--- config.mk ---
export PLATFORM = sky130hd
export DESIGN_NAME = pristis_sync_sequencer_flat
export DESIGN_NICKNAME = d
export VERILOG_FILES = /design/src/rtl/pristis_sync_sequencer_if.sv /design/src/rtl/pristis_sync_sequencer.sv /design/src/flat_wrapper.sv
export SDC_FILE = /design/constraint.sdc
export NUM_CORES = 1
export LEC_CHECK = 0
export ABC_AREA = 1
export CAP_MARGIN = 10
export CORE_MARGIN = 2
export CORE_UTILIZATION = 25
export DETAILED_ROUTE_END_ITERATION = 7
export PLACE_DENSITY = 0.49
export SLEW_MARGIN = 20
export SYNTH_ARGS = -nofsm -noshare
export SYNTH_HDL_FRONTEND = slang
export SYNTH_SLANG_ARGS = --single-unit
export TNS_END_PERCENT = 50
--- constraint.sdc ---
create_clock -name clk -period 4.4 [get_ports clk]
set_clock_uncertainty 0.05 [all_clocks]
set_input_delay 0.88 -clock clk [delete_from_list [all_inputs] [get_ports clk]]
set_output_delay 0.88 -clock clk [all_outputs]
set_load 0.01 [all_outputs]
--- src/rtl/pristis_sync_sequencer_if.sv ---
// Measurement-counter and result-bank bus for the sync sequencer.
// The master side is the sequencer; the slave side is the counter and bank.
interface pristis_sync_sequencer_if #(
   parameter int CNT_WIDTH = 16
);
   logic [1:0]           meas_sel;
   logic                 meas_start;
   logic                 meas_done;
   logic [CNT_WIDTH-1:0] meas_count;
   logic                 result_wr;
   logic [1:0]           result_idx;
   logic [CNT_WIDTH-1:0] result_data;

   modport master (
      output meas_sel, meas_start,
      output result_wr, result_idx, result_data,
      input  meas_done, meas_count
   );

   modport slave (
      input  meas_sel, meas_start,
      input  result_wr, result_idx, result_data,
      output meas_done, meas_count
   );
endinterface

--- src/rtl/pristis_sync_sequencer.sv ---
// Steps through enabled channel pairs, measures each and checks sync.
// Optional WAIT timeout is built only when PRISTIS_SEQ_TIMEOUT_EN is defined.
module pristis_sync_sequencer #(
   parameter int NUM_PAIRS      = 4,
   parameter int CNT_WIDTH      = 16,
   parameter int SETTLE_CYCLES  = 8,
   parameter int TIMEOUT_CYCLES = 1024
) (
   input  logic                 clk,
   input  logic                 rst,
   input  logic                 start,
   input  logic [3:0]           pair_mask,
   input  logic [CNT_WIDTH-1:0] tolerance,
   output logic                 busy,
   output logic                 done,
   output logic                 in_sync,
   output logic                 err_timeout,
   pristis_sync_sequencer_if.master bus
);

   localparam logic [2:0] S_IDLE   = 3'd0;
   localparam logic [2:0] S_SELECT = 3'd1;
   localparam logic [2:0] S_SETTLE = 3'd2;
   localparam logic [2:0] S_TRIG   = 3'd3;
   localparam logic [2:0] S_WAIT   = 3'd4;
   localparam logic [2:0] S_STORE  = 3'd5;
   localparam logic [2:0] S_FINISH = 3'd6;

   localparam logic [1:0] LAST_IDX    = 2'(NUM_PAIRS - 1);
   localparam logic [7:0] SETTLE_LAST = 8'(SETTLE_CYCLES - 1);

   if (SETTLE_CYCLES < 1 || SETTLE_CYCLES > 255 || TIMEOUT_CYCLES < 1)
   begin : g_bad_cfg
      $error("pristis_sync_sequencer: parameter out of range");
   end

   logic [2:0]           state_q, state_d;
   logic [1:0]           idx_q, idx_d;
   logic [1:0]           sel_q, sel_d;
   logic [7:0]           set_q, set_d;
   logic [3:0]           mask_q, mask_d;
   logic [CNT_WIDTH-1:0] tol_q, tol_d;
   logic [CNT_WIDTH-1:0] data_q, data_d;
   logic                 ok_q, ok_d;
   logic                 sync_q, sync_d;
   logic                 nxt_found;
   logic [1:0]           nxt_idx;
   logic                 pair_ok;

`ifdef PRISTIS_SEQ_TIMEOUT_EN
   localparam int TW = $clog2(TIMEOUT_CYCLES + 1);
   localparam logic [TW-1:0] TMO_LAST = TW'(TIMEOUT_CYCLES - 1);
   logic [TW-1:0] tmo_q, tmo_d;
   logic          err_q, err_d;
   logic          tmo_hit;
   assign tmo_hit = (tmo_q == TMO_LAST);
`endif

   // Descending scan so the lowest enabled index at or above idx_q wins
   always_comb begin
      nxt_found = 1'b0;
      nxt_idx   = idx_q;
      for (int i = NUM_PAIRS - 1; i >= 0; i--) begin
         if (mask_q[i] && (2'(i) >= idx_q)) begin
            nxt_found = 1'b1;
            nxt_idx   = 2'(i);
         end
      end
   end

   assign pair_ok = ok_q & (data_q <= tol_q);

   always_comb begin
      state_d = state_q;
      idx_d   = idx_q;
      sel_d   = sel_q;
      set_d   = set_q;
      mask_d  = mask_q;
      tol_d   = tol_q;
      data_d  = data_q;
      ok_d    = ok_q;
      sync_d  = sync_q;
`ifdef PRISTIS_SEQ_TIMEOUT_EN
      tmo_d   = tmo_q;
      err_d   = err_q;
`endif
      unique case (state_q)
         S_IDLE: begin
            if (start) begin
               mask_d  = pair_mask;
               tol_d   = tolerance;
               idx_d   = 2'd0;
               ok_d    = 1'b1;
`ifdef PRISTIS_SEQ_TIMEOUT_EN
               err_d   = 1'b0;
`endif
               state_d = S_SELECT;
            end
         end
         S_SELECT: begin
            if (!nxt_found) begin
               sync_d  = ok_q;
               state_d = S_FINISH;
            end else begin
               idx_d   = nxt_idx;
               sel_d   = nxt_idx;
               set_d   = 8'd0;
               state_d = S_SETTLE;
            end
         end
         S_SETTLE: begin
            if (set_q == SETTLE_LAST) state_d = S_TRIG;
            else                      set_d   = set_q + 8'd1;
         end
         S_TRIG: begin
`ifdef PRISTIS_SEQ_TIMEOUT_EN
            tmo_d   = '0;
`endif
            state_d = S_WAIT;
         end
         S_WAIT: begin
            if (bus.meas_done) begin
               data_d  = bus.meas_count;
               state_d = S_STORE;
            end
`ifdef PRISTIS_SEQ_TIMEOUT_EN
            else if (tmo_hit) begin
               ok_d    = 1'b0;
               sync_d  = 1'b0;
               err_d   = 1'b1;
               state_d = S_FINISH;
            end else begin
               tmo_d   = tmo_q + 1'b1;
            end
`endif
         end
         S_STORE: begin
            ok_d = pair_ok;
            if (idx_q == LAST_IDX) begin
               sync_d  = pair_ok;
               state_d = S_FINISH;
            end else begin
               idx_d   = idx_q + 2'd1;
               state_d = S_SELECT;
            end
         end
         S_FINISH: state_d = S_IDLE;
         default:  state_d = S_IDLE;
      endcase
   end

   always_ff @(posedge clk or posedge rst) begin
      if (rst) begin
         state_q <= S_IDLE;
         idx_q   <= '0;
         sel_q   <= '0;
         set_q   <= '0;
         mask_q  <= '0;
         tol_q   <= '0;
         data_q  <= '0;
         ok_q    <= 1'b0;
         sync_q  <= 1'b0;
      end else begin
         state_q <= state_d;
         idx_q   <= idx_d;
         sel_q   <= sel_d;
         set_q   <= set_d;
         mask_q  <= mask_d;
         tol_q   <= tol_d;
         data_q  <= data_d;
         ok_q    <= ok_d;
         sync_q  <= sync_d;
      end
   end

`ifdef PRISTIS_SEQ_TIMEOUT_EN
   always_ff @(posedge clk or posedge rst) begin
      if (rst) begin
         tmo_q <= '0;
         err_q <= 1'b0;
      end else begin
         tmo_q <= tmo_d;
         err_q <= err_d;
      end
   end
   assign err_timeout = err_q;
`else
   assign err_timeout = 1'b0;
`endif

   assign busy            = (state_q != S_IDLE) && (state_q != S_FINISH);
   assign done            = (state_q == S_FINISH);
   assign in_sync         = sync_q;
   assign bus.meas_sel    = sel_q;
   assign bus.meas_start  = (state_q == S_TRIG);
   assign bus.result_wr   = (state_q == S_STORE);
   assign bus.result_idx  = idx_q;
   assign bus.result_data = data_q;

endmodule

--- src/flat_wrapper.sv ---
// flat-port wrapper written by rule: the top's interface ports become plain ports
module pristis_sync_sequencer_flat 
#(
   parameter int NUM_PAIRS      = 4,
   parameter int CNT_WIDTH      = 16,
   parameter int SETTLE_CYCLES  = 8,
   parameter int TIMEOUT_CYCLES = 1024
)
  (clk, rst, start, pair_mask, tolerance, busy, done, in_sync, err_timeout, bus_meas_sel, bus_meas_start, bus_result_wr, bus_result_idx, bus_result_data, bus_meas_done, bus_meas_count);
  pristis_sync_sequencer_if #(.CNT_WIDTH(CNT_WIDTH)) bus_i ();
  input  logic clk;
  input  logic rst;
  input  logic start;
  input  logic [3:0] pair_mask;
  input  logic [CNT_WIDTH-1:0] tolerance;
  output logic busy;
  output logic done;
  output logic in_sync;
  output logic err_timeout;
  output wire logic [$bits(bus_i.meas_sel)-1:0] bus_meas_sel;
  output wire logic [$bits(bus_i.meas_start)-1:0] bus_meas_start;
  output wire logic [$bits(bus_i.result_wr)-1:0] bus_result_wr;
  output wire logic [$bits(bus_i.result_idx)-1:0] bus_result_idx;
  output wire logic [$bits(bus_i.result_data)-1:0] bus_result_data;
  input wire logic [$bits(bus_i.meas_done)-1:0] bus_meas_done;
  input wire logic [$bits(bus_i.meas_count)-1:0] bus_meas_count;
  assign bus_meas_sel = bus_i.meas_sel;
  assign bus_meas_start = bus_i.meas_start;
  assign bus_result_wr = bus_i.result_wr;
  assign bus_result_idx = bus_i.result_idx;
  assign bus_result_data = bus_i.result_data;
  assign bus_i.meas_done = bus_meas_done;
  assign bus_i.meas_count = bus_meas_count;
  pristis_sync_sequencer #(.NUM_PAIRS(NUM_PAIRS), .CNT_WIDTH(CNT_WIDTH), .SETTLE_CYCLES(SETTLE_CYCLES), .TIMEOUT_CYCLES(TIMEOUT_CYCLES)) u_core (.clk(clk), .rst(rst), .start(start), .pair_mask(pair_mask), .tolerance(tolerance), .busy(busy), .done(done), .in_sync(in_sync), .err_timeout(err_timeout), .bus(bus_i));
endmodule
==> impl_metrics.py <==
metrics = {
    "grt": {
        "antenna_found_initial": 0,
        "use_met2_pct": 17.7,
        "grt_pass1_vias": 2212,
        "grt_start_max_net_pins": 38,
        "grt_use_total_pct": 10.9,
        "overflow": 0,
        "grt_util_met3_pct": 2.67,
        "grt_pass1_wl_mm": 10.2,
        "use_met1_pct": 14.3,
        "busiest_layer": "met2",
    },
    "setup_path": {
        "rrSetupSlack_ns": 2.58,
        "cp_top_family": "buffers and inverters",
        "startpoint_type": "register",
        "cp.required_ns": 3.47,
        "cp_slowest_cell": "clkdlybuf4s50_1",
        "slowest_delay_ns": 0.60,
        "crit_chain": "inv_1 > nor3_1 > clkdlybuf4s50_1",
        "critical_path_class": "register to output pin",
        "critPathCaptureType": "output pin",
        "path_buf_inv": 2,
        "arrival_ns": 1.76,
        "cp_max_fo": 5,
    },
    "synthesis": {
        "ys_warn_count": 0,
        "synth_area_sq_um": 2800,
        "synth_edf_count": 0,
        "synth_nets": 361,
        "postSynthAreaPerCell_sq_um": 9.30,
        "synth_flop_cell": "dfrtp_1",
        "netlist_instances": 301,
        "synth_cell_types": 31,
        "ys_ff_latch": 53,
        "synth-seq-area-share_pct": 47.4,
        "async_flop_share_pct": 100,
    },
    "power_and_ir_drop": {
        "power_density_nw_per_um2": 612,
        "ir_drop_mv": 0.206,
        "power_mw": 2.26,
        "leakage_nw": 1.79,
    },
    "placement": {
        "place.gp.congestion": 0.780,
        "port_buffers": 64,
        "hpwlAfterDp_mm": 4.46,
        "dpl_worst_slack_ns": 1.90,
    },
    "clock_network": {
        "cts_made_buffers": 5,
        "clk_pin_slew_ns": 0.10,
        "cts_resized": 0,
        "root_buffer": "clkbuf_8",
        "cts_sinks": 53,
        "cts_tree": "built",
        "post_cts_buffers": 0,
        "cts_max_level": 2,
        "insertion_delay_ns": 0.31,
        "holdBufCountCts": 0,
        "clk_path_buf_depth": 2,
    },
    "sta": {
        "max_slew_margin_pct": 43.5,
        "rsz0062_at_grt": "no",
        "tns_ns": 0,
        "period_share_pct": 61.1,
        "finalCriticalPeriod_ns": 2.69,
        "finalSetupViolCount": 0,
        "worst_slack_ns": 1.71,
        "slew_viol_final": 0,
        "tightest_slew_ns": 0.846,
        "hold_violations": 0,
        "fmax_mhz": 372,
    },
    "routing": {
        "wl_per_cell_microns": 11.9,
        "drc": 0,
        "ant_nets": 0,
        "dr.pass1.iters": 4,
        "drt-vias-per-instance": 4.24,
        "dr_total_vias": 2154,
        "postRouteWirelength_mm": 6.04,
        "drt_iter0_markers": 74,
    },
    "die": {
        "rows": 38,
        "die_area_sq_um": 12100,
        "die_h_microns": 110,
        "start_util_pct": 25.7,
        "core_sq_um": 10900,
        "dieWidth_microns": 110,
        "ioPinCount": 66,
    },
    "layout": {
        "drive_gt1_share_pct": 12.2,
        "layout_commonest_cell": "clkdlybuf4s50_1",
        "antenna_cells": 0,
        "layout.nets": 427,
        "layout_common_cells": "64 x clkdlybuf4s50_1, 53 x dfrtp_1, 46 x nand2_1",
        "area_delta_synth_final_pct": 31.6,
    },
    "worst_hold_path": {
        "min_path_type": "register to register",
    },
    "run": {
        "drv_cap": 0,
    },
    "status": {
        "status": "finished clean",
    },
}
## synth_stat cells (3+ instances only)
cell type | count | area [sq um]
inv_1 | 42 | 158
mux2_2 | 12 | 135
dfrtp_1 | 53 | 1330
o22ai_1 | 3 | 18.8
mux2_4 | 8 | 120
a21oi_1 | 27 | 135
nand2_2 | 3 | 18.8
o21ai_0 | 7 | 35.0
ha_1 | 20 | 250
nand2_1 | 46 | 173
nor3_1 | 4 | 20.0
buf_4 | 3 | 22.5
nor2_1 | 38 | 143
nand3_1 | 9 | 45.0
## cell type report
cell class,count,area [sq um]
fill,1140,7200
sequential,53,1330
multi-input combinational,198,1260
timing repair buffer,65,648
tap,140,175
inverter,44,165
clock buffer,5,68.8
clock inverter,3,43.8
## routing by layer
layer  vias to the layer above  wire length, microns
li1                       1096                     -
met1                      1011                  2910
met2                        42                  2800
met3                         5                   257
met4                         0                    70
met5                         -                     0
## state kept, by name, summed over array words and instances, names as in the netlist
| signal | flops |
|---|---|
| u_core.bus.result_idx | 2 |
| u_core.state_q | 3 |
| u_core.bus.meas_sel | 2 |
| u_core.ok_q | 1 |
| u_core.tol_q | 16 |
| u_core.set_q | 8 |
| u_core.in_sync | 1 |
| u_core.bus.result_data | 16 |
| u_core.mask_q | 4 |
## cells by family after synthesis
family	Yosys count	share of synthesized area, %
xor+xnor	2	0.626
other cells	1	0.134
fa+ha+maj	20	8.94
buf+inv	50	7.69
compound gates	44	8.58
mux	20	9.12
flops	53	47.4
simple gates	111	17.5
## final timing paths
check                                              startpoint                                     to  cells past startpoint
setup / recovery                u_core.state_q[0]$_DFFE_PP0P_                         bus_meas_start                      3
hold / removal             u_core.bus.meas_sel[0]$_DFFE_PP0P_     u_core.bus.meas_sel[0]$_DFFE_PP0P_                      2
setup reg to reg                u_core.state_q[0]$_DFFE_PP0P_            u_core.tol_q[0]$_DFFE_PP0P_                      5
hold reg to reg            u_core.bus.meas_sel[0]$_DFFE_PP0P_     u_core.bus.meas_sel[0]$_DFFE_PP0P_                      2
max in group asynchronous                                 rst            u_core.tol_q[8]$_DFFE_PP0P_                      3
min in group asynchronous                                 rst  u_core.bus.result_data[3]$_DFFE_PP0P_                      2
## where the power goes
part	switching (mW)	total [mW]	leakage [nW]	internal, mW
Clock	0.171	0.342	0.0585	0.171
Sequential	0.131	0.821	0.636	0.690
Combinational	0.550	1.09	1.09	0.544
Total	0.852	2.26	1.79	1.40
## worst min-delay path: stages, from the launching register on
cell and delay (ns):
dfrtp_1 0.36, nand2_1 0.05, o21ai_0 0.06
## per-stage QoR
step                cell area [sq um]  utilization (%)  hold slack (ns)  instances
floorplan                        2800                -            0.393        301
global placement                 3570             32.8            0.406        500
detailed placement               3570             32.8            0.427        500
CTS                              3680             33.8            0.454        508
global route                     3680             33.8            0.491        508
finish                           3680             33.8            0.444        508
Power figures use the tool's default switching activity.
